### config.mk
export PLATFORM = sky130hd
export DESIGN_NAME = sat_counter
export DESIGN_NICKNAME = d
export VERILOG_FILES = /design/src/rtl/dout_seq_checker_pkg.sv /design/src/rtl/dout_seq_checker_sat_counter.sv
export SDC_FILE = /design/constraint.sdc
export NUM_CORES = 1
export LEC_CHECK = 0
export CAP_MARGIN = 20
export CORE_MARGIN = 2
export CORE_UTILIZATION = 25
export DETAILED_ROUTE_END_ITERATION = 10
export GPL_ROUTABILITY_DRIVEN = 1
export PLACE_DENSITY_LB_ADDON = 0.1
export SYNTH_ARGS = -nofsm -noshare
export SYNTH_HDL_FRONTEND = slang
export SYNTH_SLANG_ARGS = --single-unit
### constraint.sdc
create_clock -name i_clk -period 2.74 [get_ports i_clk]
set_input_delay 0.822 -clock i_clk [delete_from_list [all_inputs] [get_ports i_clk]]
set_output_delay 0.822 -clock i_clk [all_outputs]
set_load 0.005 [all_outputs]
### src/rtl/dout_seq_checker_pkg.sv
// dout_seq_checker shared types and parameter defaults.
// Imported by the checker top and its saturating counters.
package dout_seq_checker_pkg;

  typedef enum logic {
    HUNT   = 1'b0,
    LOCKED = 1'b1
  } state_e;

  localparam int W_DEF        = 4;
  localparam int STEP_DEF     = 1;
  localparam int LOCK_N_DEF   = 4;
  localparam int UNLOCK_N_DEF = 2;
  localparam int CNT_W_DEF    = 8;

endpackage

### src/rtl/dout_seq_checker_sat_counter.sv
// Saturating up-counter with async active-low reset.
// Holds at all-ones instead of wrapping.
module sat_counter
  import dout_seq_checker_pkg::*;
#(
  parameter int CNT_W = CNT_W_DEF
) (
  input  logic             i_clk,
  input  logic             i_rst_n,
  input  logic             i_inc,
  output logic [CNT_W-1:0] o_cnt
);

  logic [CNT_W-1:0] r_cnt;
  logic             w_full;

  assign w_full = &r_cnt;

  always_ff @(posedge i_clk or negedge i_rst_n) begin
    if (!i_rst_n) begin
      r_cnt <= '0;
    end else if (i_inc && !w_full) begin
      r_cnt <= r_cnt + CNT_W'(1);
    end
  end

  assign o_cnt = r_cnt;

endmodule

==> flow_summary.json <==
{
  "outcome": "finished clean",
  "cp_max_fo": 6,
  "num-fill-cells": 142,
  "row_count": 14,
  "via_per_inst": 4.91,
  "overflow": 0,
  "grt_pass1_wl_mm": 1.44,
  "clk_pin_slew_ps": 60,
  "synth_ff_type": "dfrtp_1",
  "grt_pass1_vias": 338,
  "tightest_slew_ps": 384,
  "ys_ff_latch": 8,
  "slew_viol_final": 0,
  "cts_resized": 0,
  "fmax_mhz": 487,
  "drt-pass1-iter-count": 2,
  "syn_avg_cell_area_um2": 11.2,
  "syn_area_um2": 390,
  "power_density_nw_per_um2": 1040,
  "hold_violations": 0,
  "dp_cells": 61,
  "finalClockSkew_ps": 1.47,
  "worst_ir_drop_vdd_mv": 0.321,
  "fin_setup_tns_ps": 0,
  "synth_area_leaders": "dfrtp_1 (51%), xnor2_1 (9.0%), a21oi_1 (3.8%), nand3_1 (3.8%), o211ai_1 (3.8%)",
  "yosys_warnings": 0,
  "cts.sinks": 8,
  "ant_nets": 0,
  "maxSlewHeadroom_pct": 74.3,
  "vias": 314,
  "synthCells": 35,
  "finalCritPeriodShare_pct": 75.0,
  "yosys.area.top_type_share_pct": 51.3,
  "drcViolationCount": 0,
  "cap_violations": 0,
  "stdcell_count": 64,
  "critPathMaxStageDelay_ps": 540,
  "critPathTopFamily": "buffers and inverters",
  "cts_hold_buffers": 0,
  "p_leak_nw": 0.214,
  "regArea_um2": 200,
  "setup_violations": 0,
  "portBuffers": 10,
  "antennaDiodeCount": 0,
  "placed_area_um2": 510,
  "area_delta_synth_final_pct": 36.5,
  "path_buf_inv": 1,
  "largest_reg_flops": 8,
  "async_flop_share_pct": 100,
  "worstPathRequired_ps": 1920,
  "place_congestion": 0.761,
  "dieArea_um2": 1890,
  "crit_path_start_kind": "register",
  "yosysTopAreaCell": "dfrtp_1",
  "drtIter0Drc": 3,
  "crit_path_end_kind": "primary output",
  "ys_seq_area_share_pct": 51.3,
  "cts_buffers": 3,
  "syn_nets": 39,
  "synthMostInstantiatedCell": "dfrtp_1",
  "die_h_um": 43.5,
  "crit_chain": "clkdlybuf4s50_1",
  "cts_setup_buffers": 0,
  "routedWlPerCell_um": 12.0,
  "synth.top_cells.by_count": "dfrtp_1 (8), xnor2_1 (4), a21oi_1 (3), nand3_1 (3)",
  "wl_um": 768,
  "synth_cell_types": 18,
  "grt_max_degree": 9,
  "critical_path_class": "reg2out",
  "antenna_found_initial": 0,
  "clockRootBuffer": "clkbuf_4",
  "cts_tree": "yes",
  "worst_path_max_delay_cell": "clkdlybuf4s50_1",
  "die_x_um": 43.5,
  "initial_utilization_pct": 26.2,
  "core_area_um2": 1490,
  "post_route_cells_drive_above_1_share_pct": 10.4,
  "fin_crit_ps": 2050,
  "cts.htree.levels": 1,
  "track_usage_pct": 10.5,
  "dp_hpwl_um": 599,
  "multi_input_area_um2": 186,
  "fin_area_um2": 533,
  "cp_data_arrival_time_ps": 1230,
  "clk_latency_ps": 250,
  "cts_buffer_depth": 2,
  "worstHoldPathType": "reg2reg",
  "nets": 54,
  "rsz0062_at_grt": "false",
  "synth_edf_count": 0,
  "io_pins": 11
}
final cells by class:
class / instances / share of cell area, %
clock buffers: 3 / 4.23
inverters: 1 / 0.704
multi-input cells: 26 / 35.0
flip-flops and latches: 8 / 37.6
well taps: 16 / 3.76
repair buffers: 10 / 18.8
metrics by stage:
stage / hold WS, ps / util (%) / total power [mW] / setup slack, ps
floorplan: 505 / - / 0.334 / 1330
global placement: 517 / 34.3 / 0.465 / 734
detailed placement: 525 / 34.3 / 0.471 / 722
CTS: 534 / 35.8 / 0.565 / 669
global route: 571 / 35.8 / 0.608 / 632
finish: 529 / 35.8 / 0.555 / 685
worst paths after layout:
kind	depth (start not counted)	end	slack, ps	start
worst min register to register	1	o_cnt[0]	530	o_cnt[0]
worst max register to register	4	o_cnt[1]	1340	o_cnt[0]
worst min-delay path	1	o_cnt[0]	530	o_cnt[0]
max in group asynchronous	1	o_cnt[2]	1610	i_rst_n
worst max-delay path	1	o_cnt[3]	690	o_cnt[3]
min in group asynchronous	1	o_cnt[5]	860	i_rst_n
routing by layer:
layer | up-vias | share of wire (%) | GRT usage, %
met4 | 0 | 1.2 | 7.27
li1 | 157 | - | -
met5 | - | 0 | 0
met2 | 10 | 48 | 16.1
met3 | 2 | 6.3 | 2.92
met1 | 145 | 44 | 12.7
where the power goes:
part	switching, mW	internal, mW	total (mW)
clock network	0.0403	0.0502	0.0905
registers	0.0713	0.171	0.242
logic	0.0766	0.146	0.222
total	0.188	0.366	0.555
layout by cell type, fill, tap and decap left out, types with 2 or more instances in the layout:
cell	instances
nand3_1	3
and3_1	2
dfrtp_1	8
xnor2_1	4
o211ai_1	2
nand2_1	2
a21oi_1	3
clkbuf_4	3
clkdlybuf4s50_1	10
cell families after synthesis:
| group | count (synthesis) | synth area share [%] |
|---|---|---|
| adders and majority gates | 1 | 3.20 |
| xor gates and xnor gates | 4 | 8.97 |
| AOI/OAI and AO/OA | 8 | 13.5 |
| DFF | 8 | 51.3 |
| buffers and inverters | 1 | 0.961 |
| muxes | 1 | 2.88 |
| and+or+nand+nor | 12 | 19.2 |
Power figures use the tool's default switching activity.
